File: src/rtl/pulse_measure_fifo_if.sv
// pulse_measure_fifo_if
//   Record delivery bus between the pulse measurement block and its consumer.
//   The producer presents the FIFO head record while out_valid is high, and the
//   consumer takes it by raising out_ready.
//
//   Signals:
//     out_valid  producer -> consumer  head record presented
//     out_ready  consumer -> producer  head accepted this cycle
//     out_width  producer -> consumer  high width in cycles
//     out_gap    producer -> consumer  low gap before the pulse, in cycles
//     out_flags  producer -> consumer  [0] width_err, [1] first, [2] sat
interface pulse_measure_fifo_if #(
    parameter int CNT_W = 16
);
    logic             out_valid;
    logic             out_ready;
    logic [CNT_W-1:0] out_width;
    logic [CNT_W-1:0] out_gap;
    logic [2:0]       out_flags;

    modport master (
        output out_valid,
        output out_width,
        output out_gap,
        output out_flags,
        input  out_ready
    );

    modport slave (
        input  out_valid,
        input  out_width,
        input  out_gap,
        input  out_flags,
        output out_ready
    );
endinterface

File: src/rtl/pulse_measure_fifo.sv
// pulse_measure_fifo
//   Measures the high width of each completed pulse on pulse_in and the low gap
//   that preceded it, checks the width against [MIN_WIDTH, MAX_WIDTH], and
//   queues one record per pulse into a first-word-fall-through FIFO that is
//   drained over a valid/ready bus.
//
//   Ports:
//     clk          clock
//     rst          synchronous active-high reset (wins over clear)
//     pulse_in     pulse to measure, already in the clk domain
//     clear        synchronous soft clear, same effect as rst
//     overflow     sticky: a record was dropped because the FIFO was full
//     pulse_count  completed pulses since rst/clear, saturating
//     busy         a pulse is currently being measured
//     bus          record output (master side of pulse_measure_fifo_if)
module pulse_measure_fifo #(
    parameter int CNT_W     = 16,
    parameter int DEPTH     = 4,
    parameter int MIN_WIDTH = 1,
    parameter int MAX_WIDTH = 8
) (
    input  logic                    clk,
    input  logic                    rst,
    input  logic                    pulse_in,
    input  logic                    clear,
    output logic                    overflow,
    output logic [CNT_W-1:0]        pulse_count,
    output logic                    busy,
    pulse_measure_fifo_if.master    bus
);

    localparam int PTR_W = $clog2(DEPTH);

    typedef enum logic [1:0] {
        S_ARM  = 2'd0,
        S_IDLE = 2'd1,
        S_LOW  = 2'd2,
        S_HIGH = 2'd3
    } state_t;

    typedef struct packed {
        logic [CNT_W-1:0] width;
        logic [CNT_W-1:0] gap;
        logic [2:0]       flags;
    } rec_t;

    // ------------------------------------------------------------------
    // Measurement FSM
    // ------------------------------------------------------------------
    state_t           r_state, w_state_nxt;
    logic [CNT_W-1:0] r_width, w_width_nxt;
    logic [CNT_W-1:0] r_gap,   w_gap_nxt;
    logic             r_first, w_first_nxt;
    logic             w_push;

    logic [CNT_W-1:0] w_gap_rec;
    logic             w_sat;
    logic             w_err;
    rec_t             w_rec;

    // The first pulse after rst/clear has no preceding falling edge, so its
    // gap is reported as 0 regardless of how long the line sat low.
    assign w_gap_rec = r_first ? '0 : r_gap;
    assign w_sat     = (&r_width) | (&w_gap_rec);
    assign w_err     = (r_width < CNT_W'(MIN_WIDTH)) || (r_width > CNT_W'(MAX_WIDTH));
    assign w_rec     = '{width: r_width, gap: w_gap_rec, flags: {w_sat, r_first, w_err}};

    always_comb begin
        w_state_nxt = r_state;
        w_width_nxt = r_width;
        w_gap_nxt   = r_gap;
        w_first_nxt = r_first;
        w_push      = 1'b0;
        case (r_state)
            // Wait for the line to be low so a pulse already in progress at
            // release is never reported with a truncated width.
            S_ARM: begin
                if (!pulse_in) w_state_nxt = S_IDLE;
            end
            S_IDLE: begin
                if (pulse_in) begin
                    w_state_nxt = S_HIGH;
                    w_width_nxt = CNT_W'(1);
                    w_first_nxt = 1'b1;
                end
            end
            S_LOW: begin
                if (pulse_in) begin
                    w_state_nxt = S_HIGH;
                    w_width_nxt = CNT_W'(1);
                    w_first_nxt = 1'b0;
                end else if (!(&r_gap)) begin
                    w_gap_nxt = r_gap + CNT_W'(1);
                end
            end
            S_HIGH: begin
                // gap stays frozen here; it is the value reported on the fall
                if (pulse_in) begin
                    if (!(&r_width)) w_width_nxt = r_width + CNT_W'(1);
                end else begin
                    w_push      = 1'b1;
                    w_state_nxt = S_LOW;
                    w_gap_nxt   = CNT_W'(1);
                end
            end
            default: w_state_nxt = S_ARM;
        endcase
    end

    always_ff @(posedge clk) begin
        if (rst || clear) begin
            r_state <= S_ARM;
            r_width <= '0;
            r_gap   <= '0;
            r_first <= 1'b0;
        end else begin
            r_state <= w_state_nxt;
            r_width <= w_width_nxt;
            r_gap   <= w_gap_nxt;
            r_first <= w_first_nxt;
        end
    end

    assign busy = (r_state == S_HIGH);

    // ------------------------------------------------------------------
    // Record FIFO (first-word fall-through)
    // ------------------------------------------------------------------
    rec_t             r_mem [DEPTH];
    // One extra pointer bit distinguishes full from empty.
    logic [PTR_W:0]   r_wptr, r_rptr;
    logic             r_overflow;
    logic [CNT_W-1:0] r_pulse_count;

    logic             w_empty, w_full, w_pop, w_wr;
    rec_t             w_head;

    assign w_empty = (r_wptr == r_rptr);
    assign w_full  = (r_wptr[PTR_W] != r_rptr[PTR_W]) &&
                     (r_wptr[PTR_W-1:0] == r_rptr[PTR_W-1:0]);
    assign w_pop   = !w_empty && bus.out_ready;
    // A pop in the same cycle frees the slot, so a full FIFO can still accept.
    assign w_wr    = w_push && (!w_full || w_pop);

    always_ff @(posedge clk) begin
        if (rst || clear) begin
            r_wptr        <= '0;
            r_rptr        <= '0;
            r_overflow    <= 1'b0;
            r_pulse_count <= '0;
        end else begin
            if (w_wr)  r_wptr <= r_wptr + 1'b1;
            if (w_pop) r_rptr <= r_rptr + 1'b1;
            if (w_push && !w_wr) r_overflow <= 1'b1;
            // Dropped records still count as completed pulses.
            if (w_push && !(&r_pulse_count)) r_pulse_count <= r_pulse_count + CNT_W'(1);
        end
    end

    always_ff @(posedge clk) begin
        if (w_wr) r_mem[r_wptr[PTR_W-1:0]] <= w_rec;
    end

    assign w_head = r_mem[r_rptr[PTR_W-1:0]];

    assign bus.out_valid = !w_empty;
    assign bus.out_width = w_empty ? '0 : w_head.width;
    assign bus.out_gap   = w_empty ? '0 : w_head.gap;
    assign bus.out_flags = w_empty ? '0 : w_head.flags;

    assign overflow    = r_overflow;
    assign pulse_count = r_pulse_count;

endmodule

File: src/flat_wrapper.sv
// flat-port wrapper written by rule: the top's interface ports become plain ports
module pulse_measure_fifo_flat 
#(
    parameter int CNT_W     = 16,
    parameter int DEPTH     = 4,
    parameter int MIN_WIDTH = 1,
    parameter int MAX_WIDTH = 8
)
  (clk, rst, pulse_in, clear, overflow, pulse_count, busy, bus_out_valid, bus_out_width, bus_out_gap, bus_out_flags, bus_out_ready);
  pulse_measure_fifo_if #(.CNT_W(CNT_W)) bus_i ();
  input  logic clk;
  input  logic rst;
  input  logic pulse_in;
  input  logic clear;
  output logic overflow;
  output logic [CNT_W-1:0] pulse_count;
  output logic busy;
  output wire logic [$bits(bus_i.out_valid)-1:0] bus_out_valid;
  output wire logic [$bits(bus_i.out_width)-1:0] bus_out_width;
  output wire logic [$bits(bus_i.out_gap)-1:0] bus_out_gap;
  output wire logic [$bits(bus_i.out_flags)-1:0] bus_out_flags;
  input wire logic [$bits(bus_i.out_ready)-1:0] bus_out_ready;
  assign bus_out_valid = bus_i.out_valid;
  assign bus_out_width = bus_i.out_width;
  assign bus_out_gap = bus_i.out_gap;
  assign bus_out_flags = bus_i.out_flags;
  assign bus_i.out_ready = bus_out_ready;
  pulse_measure_fifo #(.CNT_W(CNT_W), .DEPTH(DEPTH), .MIN_WIDTH(MIN_WIDTH), .MAX_WIDTH(MAX_WIDTH)) u_core (.clk(clk), .rst(rst), .pulse_in(pulse_in), .clear(clear), .overflow(overflow), .pulse_count(pulse_count), .busy(busy), .bus(bus_i));
endmodule
File: config.mk
export PLATFORM = sky130hd
export DESIGN_NAME = pulse_measure_fifo_flat
export DESIGN_NICKNAME = d
export VERILOG_FILES = /design/src/rtl/pulse_measure_fifo_if.sv /design/src/rtl/pulse_measure_fifo.sv /design/src/flat_wrapper.sv
export SDC_FILE = /design/constraint.sdc
export NUM_CORES = 1
export LEC_CHECK = 0
export ABC_AREA = 0
export BUFFER_PORTS_ARGS = -buffer_cell sky130_fd_sc_hd__buf_2
export CAP_MARGIN = 20
export CELL_PAD_IN_SITES_DETAIL_PLACEMENT = 1
export CELL_PAD_IN_SITES_GLOBAL_PLACEMENT = 1
export CORE_UTILIZATION = 25
export CTS_CLUSTER_SIZE = 28
export DETAILED_ROUTE_END_ITERATION = 16
export PLACE_DENSITY_LB_ADDON = 0.2
export SETUP_SLACK_MARGIN = 0.2
export SLEW_MARGIN = 20
export SYNTH_ARGS = -nofsm -noshare
export SYNTH_HDL_FRONTEND = slang
export SYNTH_SLANG_ARGS = --single-unit
File: constraint.sdc
create_clock -name clk -period 2.3 [get_ports clk]
set_input_delay 0.46 -clock clk [delete_from_list [all_inputs] [get_ports clk]]
set_output_delay 0.46 -clock clk [all_outputs]
set_load 0.05 [all_outputs]
---- After elaboration in Yosys (flattened, before gate mapping) ----
Memory sizes are Yosys's and may differ from the RTL's. A register that Yosys moved wholly into a read port is not among the register bits.
Index checks and enable logic that the tools add are counted.
storage, ports and cells
  register bits after elaboration ......... 58
  RAM bits ................................ 140
  output and inout port bits .............. 54
  memories ................................ 1
memory list
  name          words  bits a word  read ports  clocked after Yosys merged registers in  write ports  RTL line                   source
  u_core.r_mem  4      35           1           1                                        1            pulse_measure_fifo.sv:129  rec_t r_mem [DEPTH];
cells by class
  add/sub/neg operators ................... 5
  order comparisons ....................... 2
  eq/ne operators ......................... 15
  multiplexer cells ....................... 25
  bitwise logic cells ..................... 1
  reduce and logical (&&, ||, !) cells .... 25
operators by type and width
  operator                                                                          count
  16-bit two-way mux                                                                9
  16-bit one-hot mux with 2 select lines                                            2
  16-bit AND reduction                                                              4
  16-bit by 1-bit adder with 16-bit output, second input constant                   3
  16-bit by 4-bit greater-than comparator with 1-bit output, second input constant  1
  16-bit by 1-bit < comparator with 1-bit output, second input constant             1
  2-bit != test, second input constant                                              8
  2-bit two-way mux                                                                 5
  4-bit AND reduction                                                               2
  3-bit by 1-bit adder with 3-bit output, second input constant                     2
  1-bit two-way mux                                                                 6
  2-bit one-hot mux with 3 select lines                                             1
  3-bit AND reduction                                                               2
  2-bit nonzero test                                                                3
  1-bit logical AND                                                                 5
  2-bit == test, second input constant                                              2
  1-bit logical NOT                                                                 4
  3-bit == test                                                                     1
  1-bit logical OR                                                                  3
  3-bit two-way mux                                                                 1
  2-bit by 1-bit == test with 1-bit output, second input constant                   1
  2-bit == test                                                                     1
  2-bit logical NOT                                                                 1
  2-bit by 1-bit != test with 1-bit output, second input constant                   1
  4 further kinds                                                                   4

---- Longest topological paths before layout ----
  depth in word-level cells ............... 7
  mapped depth ............................ 8

---- Least setup slack after synthesis ----
No wires, ideal clock.
  path kind ............................... reg2reg
  start ................................... register u_core.r_state[0]
  end ..................................... memory u_core.r_mem[3][0] in the netlist's numbering (enable)
  library setup time ...................... 0.397 ns
  arrival ................................. 2.596 ns
  required time ........................... 1.903 ns
  path slack .............................. -0.693 ns
  stages on the path, launching flop included .. 6
  path buffers ............................ 1
  clock period less this slack ............ 2.993 ns
  cells stage by stage .................... dfxtp_1 -> ha_1 -> clkbuf_8 -> nor2b_1 -> o41a_1 -> and2_1
on the way
  word-level cells in the longest chain between the ends .. 5
RTL lines
  what                                     RTL line                   source
  from (decl)                              pulse_measure_fifo.sv:50   state_t r_state, w_state_nxt;
  from (signal assigned)                   pulse_measure_fifo.sv:117  r_state <= w_state_nxt;
  2-bit == test                            n/a
  net busy                                 flat_wrapper.sv:17         output logic busy;
  1-bit two-way mux                        pulse_measure_fifo.sv:74   case (r_state)
  1-bit logical AND                        pulse_measure_fifo.sv:143  assign w_wr = w_push && (!w_full || w_pop);
  1-bit two-way mux                        pulse_measure_fifo.sv:161  if (w_wr) r_mem[r_wptr[PTR_W-1:0]] <= w_rec;
  1-bit two-way mux (implied by the code)  pulse_measure_fifo.sv:161
  to (decl)                                pulse_measure_fifo.sv:129
The timed path passes the listed nets, and every way through them passes these cells.

==> impl_metrics.yaml <==
cts:
  clk_latency_ps: 440
  clock_path_buffers: 2
  cts_hold_buffers: 0
  cts_root_buf: "clkbuf_16"
  cts_tree: "done"
  h-tree-depth: 4
  cts_buffers: 17
  path_clk_slew_ps: 80
  numClockSinks: 200
routing:
  drt_wl_total_um: 23200
  vias_per_cell: 4.79
  post-route-drc-count: 0
  drtAntennaViolNets: 0
  via_count: 5771
  wl_per_cell_um: 19.2
  drt-initial-drc-count: 280
  first_pass_iters: 4
timing:
  slew_violations: 0
  period_share_pct: 104
  fin_crit_ps: 2380
  fmax_ghz: 0.420
  setup_violations: 36
  rsz0062_at_grt: "yes"
  clock_skew_ps: 17.4
  tightest_slew_ps: 639
  relSlewSlack_pct: 57.2
  fin_tns_setup_ps: -2060
  finalHoldViolCount: 0
  finalWorstSetupSlack_ps: -81.0
final_layout:
  final_cells: 1205
  n_antenna_cell: 0
  stdcell_area_sq_um: 11200
  nets: 757
  drive_above_1_share_pct: 32.1
  syn_to_final_growth_pct: 27.7
  fillers: 3636
setup_path:
  critical_path_class: "flop to output port"
  critPathRequiredTime_ps: 1840
  cp-end-kind: "output port"
  r2r_slack_ps: 330
  critPathMaxFanout: 8
  r2r-start: "u_core.r_state[0]"
  cp.arrival_ps: 1920
  start_kind: "flop"
  r2r_cells: 5
  regToRegEndpoint: "u_core.r_mem[3][2]"
synthesis:
  yosys-top-cells-area: "edfxtp_1 (48%), dfxtp_1 (14%), mux4_2 (9.0%)"
  yosysSeqAreaShare_pct: 61.8
  synth_ff_type: "edfxtp_1"
  synth_cell_type_count: 69
  synth_area_leader_cell: "edfxtp_1"
  netlist_area_sq_um: 8740
  synth.most_common_cell: "edfxtp_1"
  synth.top_cell.area_share_pct: 48.1
  synthArstFlopShare_pct: 0
  yosys_register_bits: 200
  synth_cells: 639
  synth_nets: 659
  yosys_warnings: 0
  synth-edff-count: 140
  synth.cells.most_frequent: "edfxtp_1 (140), dfxtp_1 (60), nor2_1 (45), and2_1 (40), mux4_2 (35)"
  syn_area_per_cell_sq_um: 13.7
worst_hold_path:
  worstHoldEndpoint: "u_core.r_width[1]"
  holdPathStages: 4
  hold_start: "rst"
  hold_path.class: "input pin to flop"
place:
  gp_routability_congestion: 0.782
  post-place-ws_ps: 138
  hpwl_um: 15900
  dp.cells: 1166
  port_buffers: 58
  dpl_cell_area_sq_um: 9950
floorplan:
  die_area_sq_um: 35700
  fp.dieW_um: 189
  rows: 68
  fp.dieH_um: 189
  io_pins: 59
  initial_core_util_pct: 25.4
  core_area_sq_um: 34500
pwr:
  power_density_nw_per_um2: 619
  total_leakage_power_nw: 3.80
  power.total_mw: 6.91
  ir_drop_v: 0.000498
grt:
  grt-ovfl-total: 0
  antenna_found_initial: 1
  grt_pass1_wl_um: 36700
  grt_pass1_vias: 6157
  grt_max_degree: 38
  grt_use_total_pct: 13.5
outcome:
  violations: "setup timing"
  status: "finished, violations left"
run:
  drv_cap: 0
-- final cells by class --
class / instances / area [sq um] / area share, %
Inverter: 11 / 41.3 / 0.370
Multi-Input combinational cell: 400 / 3290 / 29.5
Clock inverter: 15 / 179 / 1.60
Clock buffer: 17 / 425 / 3.81
Tap cell: 455 / 569 / 5.10
Sequential cell: 200 / 5420 / 48.6
Timing Repair Buffer: 107 / 1230 / 11.0
-- how the worst max path moves through the flow --
stage | endpoint | slack, ps | depth (start not counted)
3_3_place_gp | u_core.r_width[11] | 160 | 7
3_5_place_dp | u_core.r_width[11] | 140 | 7
4_1_cts | bus_out_gap[15] | -120 | 5
6_report | bus_out_gap[15] | -80 | 5
5_1_grt | bus_out_gap[15] | -170 | 5
2_1_floorplan | bus_out_gap[0] | 190 | 4
-- kinds of logic after synthesis --
logic type / count (synthesis) / share of synthesized area, %
XOR/XNOR: 21 / 2.10
AO/OA/AOI/OAI: 93 / 7.47
buffers and inverters: 39 / 2.00
multiplexers: 38 / 9.36
adder cells (fa/ha/maj): 15 / 2.23
flip-flops: 200 / 61.8
AND/OR/NAND/NOR: 233 / 15.0
-- per-layer routing --
layer  track usage [%]  up-vias  share of wire [%]  routed length [um]
met2              21.9      109                 48               11100
li1                  -     2663                  -                   -
met4              3.07        2               0.76                 175
met1              18.6     2981                 48               11000
met5                 0        -              0.056                  13
met3              2.69       16                3.9                 905
-- timing repair --
action	CTS	global route
setup buffers	3	1
resized for setup	127	29
pin swaps	12	15
gates cloned	3	0
endpoints found under the setup margin	39	46
-- placed cells by master (no fill, tap or decap), drive strengths merged, types with 9 or more instances in the layout --
cell type  netlist  final
clkbuf          17     17
nand4           16     16
o21ai           13     13
inv             11     15
nor2b           22     22
edfxtp         140    140
dfxtp           60     60
a21oi           22     22
xnor2           11     11
mux4            35     35
and3            10     10
clkinv           0     11
ha              14     14
nor2            45     45
xor2            10     10
nand2           34     34
and2            42     42
buf             11    107
o211ai           9      9
nand3           23     23
-- sequential cells by signal, indices dropped and copies added, names as in the netlist, 2 cells and up, named ones only --
name / flops
u_core.pulse_count: 16
u_core.r_gap: 16
u_core.r_mem: 140
u_core.r_rptr: 3
u_core.r_state: 2
u_core.r_width: 16
u_core.r_wptr: 3
-- power by group --
group	leakage [nW]	internal (mW)	switching (mW)
Combinational	1.74	0.0295	0.0656
Clock	0.292	1.47	1.54
Sequential	1.76	3.80	0.00403
Total	3.80	5.30	1.61
-- through the flow --
step	utilization (%)	hold slack, ps
after floorplan	-	450
after global placement	28.9	490
after detailed placement	28.9	492
after CTS	32.1	401
after global routing	32.4	437
final	32.4	410
-- worst max-delay path: stages, from the launching register on --
cell	delay (ps)
dfxtp_4	410
buf_6	110
buf_12	130
mux4_2	530
and2_4	160
buf_6	140
Power figures use the tool's default switching activity.
